[src/rtl/gray_conv_pkg.sv]
// Shared types and constants for the round-robin Gray/binary conversion arbiter.
package gray_conv_pkg;

  typedef enum logic [1:0] {
    IDLE,
    CONV,
    RESP
  } state_t;

  localparam logic MODE_B2G = 1'b0;
  localparam logic MODE_G2B = 1'b1;

endpackage

[src/rtl/bin2grayConverter.sv]
// Combinational binary to reflected-Gray converter.
module bin2grayConverter #(
  parameter int unsigned N = 4
) (
  input  logic [N-1:0] bin_i,
  output logic [N-1:0] gray_o
);

  assign gray_o = bin_i ^ (bin_i >> 1);

endmodule

[src/rtl/gray2binConverter.sv]
// Combinational reflected-Gray to binary converter (MSB-first xor chain).
module gray2binConverter #(
  parameter int unsigned N = 4
) (
  input  logic [N-1:0] gray_i,
  output logic [N-1:0] bin_o
);

  function automatic logic [N-1:0] g2b(input logic [N-1:0] g);
    logic [N-1:0] b;
    b        = '0;
    b[N-1]   = g[N-1];
    for (int i = int'(N) - 2; i >= 0; i--) begin
      b[i] = b[i+1] ^ g[i];
    end
    return b;
  endfunction

  assign bin_o = g2b(gray_i);

endmodule

[src/rtl/gray_conv_unit.sv]
// Shared combinational conversion unit: one converter of each kind, output picked by mode.
module gray_conv_unit
  import gray_conv_pkg::*;
#(
  parameter int unsigned N = 4
) (
  input  logic         mode,
  input  logic [N-1:0] din,
  output logic [N-1:0] dout
);

  logic [N-1:0] gray_w;
  logic [N-1:0] bin_w;

  bin2grayConverter #(.N(N)) u_b2g (
    .bin_i  (din),
    .gray_o (gray_w)
  );

  gray2binConverter #(.N(N)) u_g2b (
    .gray_i (din),
    .bin_o  (bin_w)
  );

  assign dout = (mode == MODE_G2B) ? bin_w : gray_w;

endmodule

[src/rtl/gray_conv_arbiter.sv]
// Round-robin arbiter sharing one registered Gray/binary conversion unit among M requesters.
// Each transaction is IDLE (grant) -> CONV (register result) -> RESP (hold until consumed).
module gray_conv_arbiter
  import gray_conv_pkg::*;
#(
  parameter int unsigned N    = 4,
  parameter int unsigned M    = 4,
  localparam int unsigned IW  = (M > 1) ? $clog2(M) : 1
) (
  input  logic           clk,
  input  logic           rst,
  input  logic [M-1:0]   req_valid,
  input  logic [M-1:0]   req_mode,
  input  logic [M*N-1:0] req_data,
  output logic [M-1:0]   req_ready,
  output logic           rsp_valid,
  input  logic           rsp_ready,
  output logic [N-1:0]   rsp_data,
  output logic [IW-1:0]  rsp_id,
  output logic           rsp_mode,
  output logic           busy
);

  // Returns {found, winner}, searching ptr, ptr+1, ..., M-1, 0, ...
  function automatic logic [IW:0] rr_pick(input logic [M-1:0] valid, input logic [IW-1:0] ptr);
    logic          found;
    logic [IW-1:0] win;
    logic [IW-1:0] idx_l;
    int            idx;
    found = 1'b0;
    win   = '0;
    for (int i = 0; i < int'(M); i++) begin
      idx = int'(ptr) + i;
      if (idx >= int'(M)) idx -= int'(M);
      idx_l = IW'(idx);
      if (!found && valid[idx_l]) begin
        found = 1'b1;
        win   = idx_l;
      end
    end
    return {found, win};
  endfunction

  state_t        state_q, state_d;
  logic [IW-1:0] ptr_q, ptr_d;
  logic [N-1:0]  op_data_q, op_data_d;
  logic          op_mode_q, op_mode_d;
  logic [IW-1:0] op_id_q, op_id_d;
  logic [N-1:0]  rsp_data_q, rsp_data_d;
  logic [IW-1:0] rsp_id_q, rsp_id_d;
  logic          rsp_mode_q, rsp_mode_d;

  logic          found;
  logic [IW-1:0] win;
  logic          grant;
  logic          accept;
  logic [N-1:0]  conv_dout;

  always_comb begin
    {found, win} = rr_pick(req_valid, ptr_q);
  end

  // Gated by rst so no grant is visible while reset is held.
  assign grant  = (state_q == IDLE) && found && !rst;
  assign accept = grant && req_valid[win];

  gray_conv_unit #(.N(N)) u_unit (
    .mode (op_mode_q),
    .din  (op_data_q),
    .dout (conv_dout)
  );

  // State register
  always_ff @(posedge clk or posedge rst) begin
    if (rst) begin
      state_q <= IDLE;
    end else begin
      state_q <= state_d;
    end
  end

  // Next-state logic
  always_comb begin
    state_d = state_q;
    unique case (state_q)
      IDLE:    if (accept) state_d = CONV;
      CONV:    state_d = RESP;
      RESP:    if (rsp_ready) state_d = IDLE;
      default: state_d = IDLE;
    endcase
  end

  // Outputs
  always_comb begin
    req_ready = '0;
    if (grant) req_ready[win] = 1'b1;
    rsp_valid = (state_q == RESP);
    busy      = (state_q != IDLE);
    rsp_data  = rsp_data_q;
    rsp_id    = rsp_id_q;
    rsp_mode  = rsp_mode_q;
  end

  // Operand capture, pointer advance and result registration
  always_comb begin
    ptr_d      = ptr_q;
    op_data_d  = op_data_q;
    op_mode_d  = op_mode_q;
    op_id_d    = op_id_q;
    rsp_data_d = rsp_data_q;
    rsp_id_d   = rsp_id_q;
    rsp_mode_d = rsp_mode_q;
    if (accept) begin
      op_data_d = req_data[win*N +: N];
      op_mode_d = req_mode[win];
      op_id_d   = win;
      ptr_d     = (win == IW'(M - 1)) ? '0 : win + 1'b1;
    end
    if (state_q == CONV) begin
      rsp_data_d = conv_dout;
      rsp_id_d   = op_id_q;
      rsp_mode_d = op_mode_q;
    end
  end

  always_ff @(posedge clk or posedge rst) begin
    if (rst) begin
      ptr_q      <= '0;
      op_data_q  <= '0;
      op_mode_q  <= MODE_B2G;
      op_id_q    <= '0;
      rsp_data_q <= '0;
      rsp_id_q   <= '0;
      rsp_mode_q <= MODE_B2G;
    end else begin
      ptr_q      <= ptr_d;
      op_data_q  <= op_data_d;
      op_mode_q  <= op_mode_d;
      op_id_q    <= op_id_d;
      rsp_data_q <= rsp_data_d;
      rsp_id_q   <= rsp_id_d;
      rsp_mode_q <= rsp_mode_d;
    end
  end

endmodule

[config.mk]
export PLATFORM = sky130hd
export DESIGN_NAME = gray_conv_arbiter
export DESIGN_NICKNAME = d
export VERILOG_FILES = /design/src/rtl/gray_conv_pkg.sv /design/src/rtl/bin2grayConverter.sv /design/src/rtl/gray2binConverter.sv /design/src/rtl/gray_conv_unit.sv /design/src/rtl/gray_conv_arbiter.sv
export SDC_FILE = /design/constraint.sdc
export NUM_CORES = 1
export LEC_CHECK = 0
export BUFFER_PORTS_ARGS = -buffer_cell sky130_fd_sc_hd__clkbuf_2
export CORE_UTILIZATION = 35
export DETAILED_ROUTE_END_ITERATION = 12
export PLACE_DENSITY = 0.69
export SYNTH_ARGS = -nofsm -noshare
export SYNTH_HDL_FRONTEND = slang
export SYNTH_SLANG_ARGS = --single-unit
[constraint.sdc]
create_clock -name clk -period 2.35 [get_ports clk]
set_input_delay 0.5875 -clock clk [delete_from_list [all_inputs] [get_ports clk]]
set_output_delay 0.5875 -clock clk [all_outputs]
set_load 0.01 [all_outputs]
After elaboration in Yosys (flattened, before gate mapping)

Index checks and enable logic that the tools add are counted.

Bits in registers: 18
Output and inout port bits: 13
Word-level logic and storage cells: 82

$add $sub $neg: 8
$lt $le $gt $ge: 10
Equality and inequality tests: 5
Shift operators: 1
Muxes and demuxes: 32
Bitwise logic cells: 4
Reductions and logical operators: 14

Operators with widths:

| operator                                                   | number |
|---|---|
| 2-to-1 mux 2 bit                                           | 11 |
| indexed part select 16 x 5 -> 4 bit                        | 1 |
| less-than comparator 2 x 3 -> 1 bit, second input constant | 5 |
| binary-select mux 1 bit (select 2 bit)                     | 6 |
| 2-to-1 mux 1 bit                                           | 11 |
| >= comparator 3 bit, second input constant                 | 3 |
| 2-to-1 mux 4 bit                                           | 2 |
| subtractor 2 x 1 -> 2 bit, second input constant           | 4 |
| logical AND 1 bit                                          | 7 |
| adder 2 x 2 -> 3 bit, second input constant                | 2 |
| case mux 2 bit (3 select lines)                            | 1 |
| == test 2 bit, second input constant                       | 2 |
| zero test 1 bit                                            | 4 |
| bitwise XOR 4 x 3 -> 4 bit                                 | 1 |
| adder 2 x 1 -> 3 bit, second input constant                | 1 |
| >= comparator 2 x 3 -> 1 bit, second input constant        | 1 |
| bitwise XOR 1 bit                                          | 3 |
| adder 2 x 1 -> 2 bit, second input constant                | 1 |
| demux 1 bit (select 2 bit)                                 | 1 |
| == test 2 x 1 -> 1 bit, second input constant              | 1 |
| >= comparator 2 x 1 -> 1 bit, second input constant        | 1 |
| zero test 2 bit                                            | 1 |
| inequality test 2 x 1 -> 1 bit, second input constant      | 1 |
| inequality test 2 bit, second input constant               | 1 |
| other kinds (2)                                            | 2 |

Logic depth before layout (Yosys ltp)

Gate-level depths: netlist of the first run.

Depth after elaboration: 19
Gate-level depth with buffers: 7
Gate-level depth less buffers: 7

Hierarchy

A second synthesis of the first run with hierarchy kept.

Cell total of the unflattened synthesis: 102
Area total of the unflattened synthesis: 1106.1 um^2

Modules (own cells, without submodules):

| module            | instances | cells an instance | area an instance (um^2) |
|---|---|---|---|
| gray_conv_arbiter | 1         | 89                | 977.2 |
| gray2binConverter | 1         | 5                 | 50.0 |
| gray_conv_unit    | 1         | 4                 | 45.0 |
| bin2grayConverter | 1         | 4                 | 33.8 |

Worst setup path after synthesis of the first run

OpenSTA, ideal clock, no wires.

Kind: input -> output
Start point: in req_valid[0]
End point: out req_ready[0]
Arrival time: 1.778 ns
Path slack: -0.016 ns
Stages on the path: 7
Path buffers: 1
Cells stage by stage: nor2b_1 > a211o_1 > a21oi_4 > buf_12 > inv_2 > ha_1 > and2_1

Longest elaborated chain between the ends: 17
Elaborated cells between the ends (all ways): 30
Classes of those cells: order compare: 2; mux: 19; reduce/logical: 9

Ends and longest elaborated chain:

| item                                                                                                             | RTL line                | source |
|---|---|---|
| from (decl)                                                                                                      | gray_conv_arbiter.sv:12 | `input logic [M-1:0] req_valid,` |
| binary-select mux 1 bit (select 2 bit)                                                                           | gray_conv_arbiter.sv:36 | `if (!found && valid[idx_l]) begin` |
| 2-to-1 mux 1 bit (implied by the code)                                                                           | gray_conv_arbiter.sv:36 |  |
| 2-to-1 mux 1 bit                                                                                                 | gray_conv_arbiter.sv:36 |  |
| zero test 1 bit                                                                                                  | gray_conv_arbiter.sv:36 |  |
| logical AND 1 bit                                                                                                | gray_conv_arbiter.sv:36 |  |
| 2-to-1 mux 1 bit                                                                                                 | gray_conv_arbiter.sv:36 |  |
| zero test 1 bit                                                                                                  | gray_conv_arbiter.sv:36 |  |
| logical AND 1 bit                                                                                                | gray_conv_arbiter.sv:36 |  |
| [... 2 more ...]                                                                                                 | -                       |  |
| logical AND 1 bit                                                                                                | gray_conv_arbiter.sv:36 |  |
| 2-to-1 mux 2 bit *                                                                                               | gray_conv_arbiter.sv:36 |  |
| via win[0]                                                                                                       | gray_conv_arbiter.sv:54 | `logic [IW-1:0] win;` |
| less-than comparator 2 x 3 -> 1 bit (implied by the code) / >= comparator 2 x 1 -> 1 bit (equally long branches) | gray_conv_arbiter.sv:96 | `if (grant) req_ready[win] = 1'b1;` |
| logical AND 1 bit (implied by the code)                                                                          | gray_conv_arbiter.sv:96 |  |
| 2-to-1 mux 1 bit (implied by the code)                                                                           | gray_conv_arbiter.sv:96 |  |
| demux 1 bit (select 2 bit) *                                                                                     | gray_conv_arbiter.sv:96 |  |
| 2-to-1 mux 4 bit *                                                                                               | gray_conv_arbiter.sv:96 |  |
| to (decl)                                                                                                        | gray_conv_arbiter.sv:15 | `output logic [M-1:0] req_ready,` |

The timed path passes the listed nets; every way through them passes the cells marked *. The select of a mux whose other input is x is not followed.

Final worst setup path of the first run

Start point: reg ptr_q[1]
End point: out req_ready[0]

Longest elaborated chain between the ends: 19
Elaborated cells between the ends (all ways): 45
Classes of those cells: add/sub: 7; order compare: 6; mux: 23; reduce/logical: 9

Ends and longest elaborated chain:

| item                                                          | RTL line                 | source |
|---|---|---|
| from (decl)                                                   | gray_conv_arbiter.sv:45  | `logic [IW-1:0] ptr_q, ptr_d;` |
| from (signal assigned)                                        | gray_conv_arbiter.sv:136 | `ptr_q <= ptr_d;` |
| branches (longest 18 deep; another with adder 2 x 1 -> 3 bit) | -                        |  |
| 2-to-1 mux 4 bit *                                            | gray_conv_arbiter.sv:96  |  |

Every way passes the cells marked *. The select of a mux whose other input is x is not followed.

==> impl_metrics.tcl, run 1 <==
set metrics [dict create \
    status "finished with violations" \
    violations "setup timing" \
    clkTransAtPathRegs_ps 100 \
    setup_viol 4 \
    multi_input_area_um2 579 \
    routed_via_density 5.14 \
    area_growth_pct 43.5 \
    final_common_cell "clkbuf_2" \
    cp_data_arrival_time_ps 1890 \
    gp_congestion 0.751 \
    mostFrequentLayoutCells "clkbuf_2 (35), dfrtp_1 (18), buf_4 (16)" \
    grt_pass1_vias 938 \
    cap_violations 0 \
    swShare 0.377 \
    drtIter0Drc 23 \
    grt_pass1_wl_mm 3.70 \
    place_inst 174 \
    syn_area_um2 1040 \
    fin_hold_ws_ps 373 \
    r2r.worst_path.cells 7 \
    die_w_um 56.4 \
    crit_fanout 3 \
    ys_top_cells_by_area "dfrtp_1 (43%), mux2i_1 (9.7%), mux2_2 (5.4%), nand2_1 (5.4%), o221ai_1 (5.1%)" \
    cellPowerDensity_nw_per_um2 1130 \
    initial_utilization 0.372 \
    synth_nets 130 \
    via_count 961 \
    num-fill-cells 270 \
    die_area_um2 3180 \
    startpoint_type "register" \
    grt_use_total 0.146 \
    synth.yosys.seq_area_share 0.435 \
    routed_wl_mm 2.34 \
    postSynthCellCount 99 \
    synth_top_area_cell "dfrtp_1" \
    p_comb_frac 0.554 \
    wl_per_cell_um 12.5 \
    clock_sinks 18 \
    ys_types 29 \
    internal_power_mw 1.05 \
    portBuffers 39 \
    cp.required_ps 1760 \
    grt_max_degree 19 \
    synth_warnings 0 \
    final_layout_size_suffix_gt1_frac 0.513 \
    drtPass1Iterations 4 \
    pwr-share-clk 0.114 \
    clk_latency_ps 300 \
    root_buffer "clkbuf_4" \
    path_class "register to output pin" \
    pin_count 40 \
    antenna_found_initial 0 \
    cts_buffers 3 \
    n_antenna_cell 0 \
    num_rows 19 \
    dp_hpwl_mm 1.77 \
    overflow 0 \
    period_share 1.06 \
    hold_buffers 0 \
    synth.top_cell.area_share 0.435 \
    stdcell_count 187 \
    hp-class "input port to asynchronous set/reset pin" \
    max_freq_mhz 403 \
    worst_slew_pin_slew_ps 678 \
    dpl_worst_slack_ps -121 \
    rsz0062_at_grt "true" \
    power.net_switching_uw 635 \
    fin_crit_ps 2480 \
    tns_ps -480 \
    placeableCoreArea_um2 2780 \
    syn_area_per_cell_um2 10.5 \
    cts_buffer_depth 2 \
    skew_ps 1.18 \
    ys_seq_elements 18 \
    drv_slew 0 \
    fin_nets 188 \
    die_y_um 56.4 \
    ant_nets 0 \
    p_leak_nw 0.775 \
    register_area_um2 450 \
    cts_tree "yes" \
    ir_drop_v 0.000646 \
    cts.htree.levels 1 \
    setup_slack_ps -129 \
    max_slew_margin 0.548 \
    end_kind "output pin" \
    drc 0 \
    hold_viol_final 0 \
    p_seq_frac 0.332 \
]
## flip-flops by register name (all words and copies together) (netlist names)
signal and count:
op_data_q 4, rsp_data 4, op_id_q 2, ptr_q 2
rsp_id 2, state_q 2, op_mode_q 1, rsp_mode 1
## cell usage after synthesis
cell type	n
dfrtp_1	18
nand2_1	15
mux2i_1	10
o221ai_1	6
inv_1	5
mux2_2	5
and2_1	4
ha_1	4
xnor2_1	4
inv_2	3
o21ai_0	3
a21oi_1	2
nand2_2	2
nand2b_1	2
nor2_1	2
a211o_1	1
a21oi_4	1
buf_12	1
buf_6	1
clkbuf_1	1
nor2b_1	1
nor4_1	1
o211ai_1	1
o21ai_1	1
o21bai_1	1
or2_1	1
or3_1	1
or3b_1	1
xor2_1	1
## cells by family after synthesis
logic type                 after synthesis  synth area share
and+or+nand+nor                         30             0.143
buffers and inverters                   11            0.0628
muxes                                   15             0.151
xor gates and xnor gates                 5            0.0423
AOI/OAI and AO/OA                       16             0.118
DFF                                     18             0.435
adders and majority gates                4            0.0483
## path summary, 6_finish.rpt
path	endpoint	slack [ps]	start
setup / recovery	req_ready[0]	-130	ptr_q[1]
hold / removal	ptr_q[0]	370	rst
setup reg to reg	op_data_q[0]	490	ptr_q[1]
hold reg to reg	op_id_q[1]	490	op_id_q[1]
max in group asynchronous	rsp_data[0]	1550	rst
min in group clk	state_q[1]	480	rsp_ready
## through the flow
step / total power [mW] / utilization / instance area, µm²
floorplan: 1.11 / - / 1040
global placement: 1.31 / 0.466 / 1290
detailed placement: 1.34 / 0.466 / 1290
finish: 1.68 / 0.534 / 1490
global route: 1.82 / 0.534 / 1490
CTS: 1.61 / 0.499 / 1390
## cell type report
class | instances | area share
flip-flops and latches | 18 | 0.303
clock buffers | 4 | 0.0244
multi-input cells | 70 | 0.390
inverters | 8 | 0.0202
well taps | 31 | 0.0261
repair buffers | 56 | 0.237
## power groups by stage
| stage | clock [mW] | sequential, mW | combinational, mW |
|---|---|---|---|
| floorplan | 0 | 0.566 | 0.545 |
| global placement | 0 | 0.557 | 0.753 |
| detailed placement | 0 | 0.566 | 0.771 |
| CTS | 0.199 | 0.555 | 0.851 |
| global route | 0.210 | 0.573 | 1.04 |
| finish | 0.192 | 0.558 | 0.932 |
## critical path, cell delays in order, from the launching register on
cell and delay, ps:
dfrtp_1 410, a21oi_2 70, or3b_1 380, o211ai_1 190
buf_4 180, ha_2 150, and2_4 130, buf_6 90
## routing by layer
layer / track usage / vias up / part of all wire
met4: 0.0627 / 0 / 0.015
li1: - / 453 / -
met3: 0.0230 / 5 / 0.050
met1: 0.156 / 463 / 0.39
met2: 0.279 / 40 / 0.54
met5: 0 / - / 0
## timing repair
item,in CTS,in global routing
buffers inserted,6,3
pin swaps,3,4
endpoints found under the setup margin,4,4
gates resized for setup,4,19
(Power assumes the default switching activity.)
==> run 2, diff against run 1 <==
--- a/config.mk
+++ b/config.mk
@@ -7,6 +7,7 @@
 export LEC_CHECK = 0
 export BUFFER_PORTS_ARGS = -buffer_cell sky130_fd_sc_hd__clkbuf_2
 export CORE_UTILIZATION = 35
+export CTS_BUF_LIST = sky130_fd_sc_hd__clkbuf_4
 export DETAILED_ROUTE_END_ITERATION = 12
 export PLACE_DENSITY = 0.69
 export SYNTH_ARGS = -nofsm -noshare
==> run 2 against run 1 <==
Global-route usage grew 0.098 points. Wire length up 0.64%. Critical path type unchanged. Highest routed layer unchanged. First-iteration DRC count fell by 8.7%. Register-to-register slack about the same. Fmax is 0.14% higher. The run still ends with setup timing left. Utilization shrank 0.36 points. Worst setup slack improved by 3.3 ps. Sequential share of layout area increased by 0.21 points. Hold slack improved by 4.6 ps. Final cell count unchanged.
==> impl_metrics.tcl, run 2 (synthesis results as in run 1) <==
set metrics [dict create \
    drv_slew 0 \
    die_y_um 56.4 \
    rrSetupSlack_ps 490 \
    final_common_cell "clkbuf_2" \
    ir_drop_v 0.000638 \
    clk_latency_ps 290 \
    violations "setup timing" \
    routed_wl_mm 2.35 \
    status "finished with violations" \
    num_rows 19 \
    overflow 0 \
    startpoint "ptr_q[1]" \
    cp_data_arrival_time_ps 1890 \
    num-fill-cells 271 \
    antenna_found_initial 0 \
    grt_pass1_vias 941 \
    gp_congestion 0.751 \
    period_share 1.05 \
    clkTransAtPathRegs_ps 100 \
    setup_slack_ps -126 \
    pin_count 40 \
    register_area_um2 450 \
    rsz0062_at_grt "true" \
    ant_nets 0 \
    crit_path_end "req_ready[0]" \
    crit_chain "a21oi_2, or3b_1, o211ai_1, buf_4, ha_2, and2_4, buf_6" \
    mostFrequentLayoutCells "clkbuf_2 (35), dfrtp_1 (18), buf_4 (16)" \
    setup_viol 4 \
    multi_input_area_um2 579 \
    stdcell_count 187 \
    root_buffer "clkbuf_4" \
    placeableCoreArea_um2 2780 \
    cts_buffers 3 \
    r2r_start "ptr_q[1]" \
    die_area_um2 3180 \
    max_slew_margin 0.546 \
    startpoint_type "register" \
    initial_utilization 0.372 \
    cts_tree "yes" \
    cts_buffer_depth 2 \
    cts.htree.levels 1 \
    area_growth_pct 42.5 \
    end_kind "output pin" \
    drc 0 \
    cpPeakStageDelay_ps 410 \
    via_count 958 \
    place_inst 174 \
    cp.required_ps 1760 \
    wl_per_cell_um 12.6 \
    timing.rr.end "op_data_q[0]" \
    clock_sinks 18 \
    drtIter0Drc 21 \
    grt_use_total 0.147 \
    crit_fanout 3 \
    power_mw 1.65 \
    routed_via_density 5.12 \
    fin_crit_ps 2480 \
    fin_nets 188 \
    worst_slew_pin_slew_ps 680 \
    hold_viol_final 0 \
    cap_violations 0 \
    r2r.worst_path.cells 7 \
    p_leak_nw 0.769 \
    grt_max_degree 19 \
    max_freq_mhz 404 \
    n_antenna_cell 0 \
    die_w_um 56.4 \
    portBuffers 39 \
    final_layout_size_suffix_gt1_frac 0.506 \
    hp-class "input port to asynchronous set/reset pin" \
    dp_hpwl_mm 1.77 \
    critPathSlowestCell "dfrtp_1" \
    skew_ps 0.798 \
    path_class "register to output pin" \
    grt_pass1_wl_mm 3.72 \
    postLayoutCoreUtil 0.531 \
    cellPowerDensity_nw_per_um2 1120 \
    drtPass1Iterations 4 \
]
==> run 2: worst min-delay path by stage <==
| stage | startpoint | to | slack (ps) | cells past startpoint |
|---|---|---|---|---|
| finish | rst | ptr_q[0] | 380 | 2 |
| global route | rst | op_id_q[0] | 420 | 2 |
| CTS | rst | op_id_q[0] | 380 | 2 |
| detailed placement | op_id_q[1] | op_id_q[1] | 470 | 2 |
| global placement | op_id_q[1] | op_id_q[1] | 460 | 2 |
| floorplan | op_id_q[1] | op_id_q[1] | 440 | 2 |
==> run 2: per-layer routing <==
| metal | track usage | wire [µm] | share of wire | vias up |
|---|---|---|---|---|
| met2 | 0.279 | 1280 | 0.54 | 41 |
| met5 | 0 | 0 | 0 | - |
| met4 | 0.0523 | 27 | 0.011 | 0 |
| met1 | 0.159 | 927 | 0.39 | 459 |
| li1 | - | - | - | 454 |
| met3 | 0.0300 | 123 | 0.052 | 4 |
==> run 2: worst max-delay path, delay by kind of cell, from the launching register on <==
kind | cells | cell delay (ps)
AND/OR/NAND/NOR | 2 | 510
flip-flops | 1 | 410
buffers and inverters | 2 | 270
AO/OA/AOI/OAI | 2 | 260
adder cells (fa/ha/maj) | 1 | 150
==> run 2: what timing repair did <==
item,CTS,global route
setup buffers,6,3
hold buffers,0,0
cloned,0,0
pin swaps,3,4
setup endpoints to repair,4,4
resized for setup,4,19
==> run 2: stage by stage <==
step / area, µm² / setup slack [ps] / TNS, ps / hold slack (ps)
6_report: 1480 / -126 / -467 / 378
5_1_grt: 1480 / -196 / -712 / 419
4_1_cts: 1380 / -90.0 / -297 / 384
3_5_place_dp: 1290 / -121 / -418 / 470
3_3_place_gp: 1290 / -61.7 / -133 / 463
2_1_floorplan: 1040 / 8.91 / 0 / 442
==> run 2: final cells by class <==
class	instances	area share
clock inverter	1	0.00254
inverter	8	0.0203
sequential	18	0.305
clock buffer	3	0.0153
timing repair buffer	56	0.238
multi-input combinational	70	0.392
tap	31	0.0263
==> run 2: power breakdown <==
group / leakage (nW) / switching (mW) / internal [mW]
clock: 0.0154 / 0.0963 / 0.0619
combinational: 0.531 / 0.432 / 0.500
sequential: 0.223 / 0.106 / 0.452
total: 0.769 / 0.634 / 1.01
==> run 3, diff against run 2 <==
--- a/config.mk
+++ b/config.mk
@@ -5,11 +5,12 @@
 export SDC_FILE = /design/constraint.sdc
 export NUM_CORES = 1
 export LEC_CHECK = 0
+export ABC_AREA = 1
 export BUFFER_PORTS_ARGS = -buffer_cell sky130_fd_sc_hd__clkbuf_2
 export CORE_UTILIZATION = 35
 export CTS_BUF_LIST = sky130_fd_sc_hd__clkbuf_4
 export DETAILED_ROUTE_END_ITERATION = 12
-export PLACE_DENSITY = 0.69
+export PLACE_DENSITY = 0.65
 export SYNTH_ARGS = -nofsm -noshare
 export SYNTH_HDL_FRONTEND = slang
 export SYNTH_SLANG_ARGS = --single-unit
==> run 3 against run 2 <==
The flow still finishes with violations (setup timing). Wire length grew 46%. Count of clock-buffer cells in the layout did not move. Sequential share of layout area is 8.7 points lower. Die area up 38%. Fmax down 7.6%. Via count rose by 51%. Combinational power rose to 3.1 times the previous value. Non-clock buffer count is 8 higher. Utilization increased by 1.7 points. Largest power group unchanged.
==> impl_metrics.tcl, run 3 <==
set metrics [dict create \
    critical-path-top-delay-family "simple AND/OR/NAND/NOR gates" \
    cp_data_arrival_time_ps 2090 \
    synth.yosys.seq_area_share 0.312 \
    cts_buffer_depth 2 \
    end_kind "output pin" \
    timing.critical_path.mode_cell "nand2_2" \
    die_w_um 66.3 \
    pwr-share-clk 0.042 \
    cap_violations 0 \
    worst_slew_pin_slew_ps 653 \
    fin_crit_ps 2680 \
    drtIter0Drc 23 \
    syn_area_um2 1450 \
    async_flop_share 1.00 \
    fin_nets 307 \
    drtPass1Iterations 4 \
    p_comb_frac 0.802 \
    ys_top_cells_by_area "dfrtp_1 (31%), nand2_1 (20%), inv_1 (8.6%), nand3_1 (5.9%), nand2_2 (5.6%)" \
    max_slew_margin 0.564 \
    synth_top_area_cell "dfrtp_1" \
    num_rows 22 \
    status "finished with violations" \
    area_growth_pct 44.0 \
    critPathSlowestCell "dfrtp_2" \
    synth_nets 242 \
    root_buffer "clkbuf_4" \
    routed_via_density 4.48 \
    dpl_cell_area_um2 1780 \
    drv_slew 0 \
    p_seq_frac 0.156 \
    startpoint_type "register" \
    placeableCoreArea_um2 3800 \
    cp.required_ps 1760 \
    synth.most_common_cell "nand2_1" \
    setup_viol 4 \
    grt_pass1_vias 1393 \
    mostFrequentLayoutCells "nand2_1 (61), clkbuf_2 (35), inv_1 (31)" \
    power_mw 3.62 \
    crit_chain "buf_12, clkinv_8, nand2_2, nand3_1, nand2_2, inv_2, nand3_4, clkinv_4, nor2_4, nor2_8, ha_1, inv_1, nor2_2, buf_2" \
    overflow 0 \
    cellPowerDensity_nw_per_um2 1740 \
    p_leak_nw 1.17 \
    wl_per_cell_um 10.6 \
    portBuffers 39 \
    synth_warnings 0 \
    setup_slack_ps -329 \
    hp-class "input port to asynchronous set/reset pin" \
    routed_wl_mm 3.43 \
    multi_input_area_um2 976 \
    ant_nets 0 \
    max_freq_mhz 373 \
    syn_area_per_cell_um2 6.85 \
    grt_pass1_wl_mm 5.67 \
    num-fill-cells 356 \
    ys.flop_type "dfrtp_1" \
    gp_congestion 0.813 \
    clk_latency_ps 280 \
    skew_ps 4.40 \
    ys_seq_elements 18 \
    cts_tree "yes" \
    initial_utilization 0.380 \
    period_share 1.14 \
    grt_use_total 0.165 \
    fin_hold_ws_ps 370 \
    ir_drop_v 0.000767 \
    via_count 1448 \
    die_y_um 66.3 \
    drc 0 \
    antenna_found_initial 0 \
    internal_power_mw 1.76 \
    cts.htree.levels 1 \
    synth_edf_count 0 \
    dp_hpwl_mm 2.43 \
    synth.top_cell.area_share 0.312 \
    cp.buffers_inverters 6 \
    ys_types 29 \
    rsz0062_at_grt "true" \
    swShare 0.512 \
    pin_count 40 \
    hold_buffers 0 \
    ys_top_cells_by_count "nand2_1 (76), inv_1 (33), dfrtp_1 (18)" \
    grt_max_degree 19 \
    die_area_um2 4390 \
    register_area_um2 453 \
    cpPeakStageDelay_ps 400 \
    clock_sinks 18 \
    clkTransAtPathRegs_ps 100 \
    violations "setup timing" \
    cts_buffers 3 \
    crit_fanout 6 \
    postSynthCellCount 211 \
    hold_viol_final 0 \
    power.net_switching_mw 1.85 \
    final_layout_size_suffix_gt1_frac 0.451 \
    final_common_cell "nand2_1" \
    path_class "register to output pin" \
    stdcell_area_um2 2080 \
    n_antenna_cell 0 \
]
[run 3: changes by cell type after synthesis, moves of 5 or more]
cell and delta:
nand3_1 +17, mux2i_1 -10, mux2_2 -5, nand4_1 +6, inv_1 +28, nor2_1 +5
nand2_2 +11, o221ai_1 -6, nand2_1 +61
[run 3: power by group through the flow]
stage | sequential [mW] | clock, mW | combinational (mW)
6_report | 0.565 | 0.150 | 2.90
5_1_grt | 0.586 | 0.176 | 3.21
4_1_cts | 0.561 | 0.160 | 2.82
3_5_place_dp | 0.581 | 0 | 2.28
3_3_place_gp | 0.582 | 0 | 2.27
2_1_floorplan | 0.568 | 0 | 1.65
[run 3: cell families (layout without fill, tap and decap cells)]
| logic type | after synthesis | after routing | synth area share |
|---|---|---|---|
| AND/OR/NAND/NOR | 131 | 131 | 0.458 |
| buffers and inverters | 43 | 107 | 0.135 |
| adder cells (fa/ha/maj) | 4 | 4 | 0.0346 |
| AO/OA/AOI/OAI | 13 | 13 | 0.0485 |
| XOR/XNOR | 2 | 2 | 0.0121 |
| flip-flops | 18 | 18 | 0.312 |
[run 3: cell type report]
class / count / area share
tap: 48 / 0.0289
timing repair inverter: 1 / 0.00301
clock buffer: 3 / 0.0108
sequential: 18 / 0.218
inverter: 38 / 0.0782
multi-input combinational: 150 / 0.469
clock inverter: 1 / 0.00180
timing repair buffer: 64 / 0.191
[run 3: final timing paths]
kind                            startpoint      endpoint  slack (ps)  cells after the start
worst min register to register   rsp_id[0]     rsp_id[0]         490                      2
worst max-delay path              ptr_q[0]  req_ready[3]        -330                     14
worst min-delay path                   rst   rsp_data[2]         370                      2
min in group clk                 rsp_id[0]     rsp_id[0]         490                      2
max in group asynchronous              rst      ptr_q[0]        1520                      2
worst max register to register    ptr_q[0]  op_data_q[0]         130                     17
[run 3: worst register-to-register path: stages, from the launching register on]
cell and delay, ps:
dfrtp_2 430, buf_12 150, clkinv_8 70, nand2_4 60
nand3_2 100, nand2_4 80, nor2_8 150, nand3_4 110
nand3_1 130, nand2_4 90, buf_4 140, buf_4 120
buf_4 120, buf_4 130, nand3_1 70, nand2_1 70
nand2_1 70, nand2_1 50
[run 3: layer usage]
layer	wire length (µm)	global-route usage
met4	70	0.0638
met2	1660	0.295
met3	138	0.0172
met1	1560	0.201
met5	0	0
[run 3: through the flow]
stage	instances	setup TNS [ps]	worst slack, ps	util
after floorplan	211	0	2.45	-
after global placement	310	-763	-221	0.469
after detailed placement	310	-800	-224	0.469
after CTS	322	-1040	-274	0.537
after global routing	323	-1710	-454	0.548
final	323	-1180	-329	0.548
[run 3: what timing repair did]
action,4_1_cts,5_1_grt
setup endpoints to repair,4,4
resized for setup,48,12
cloned,1,0
buffers inserted,7,1
pin swaps,11,4
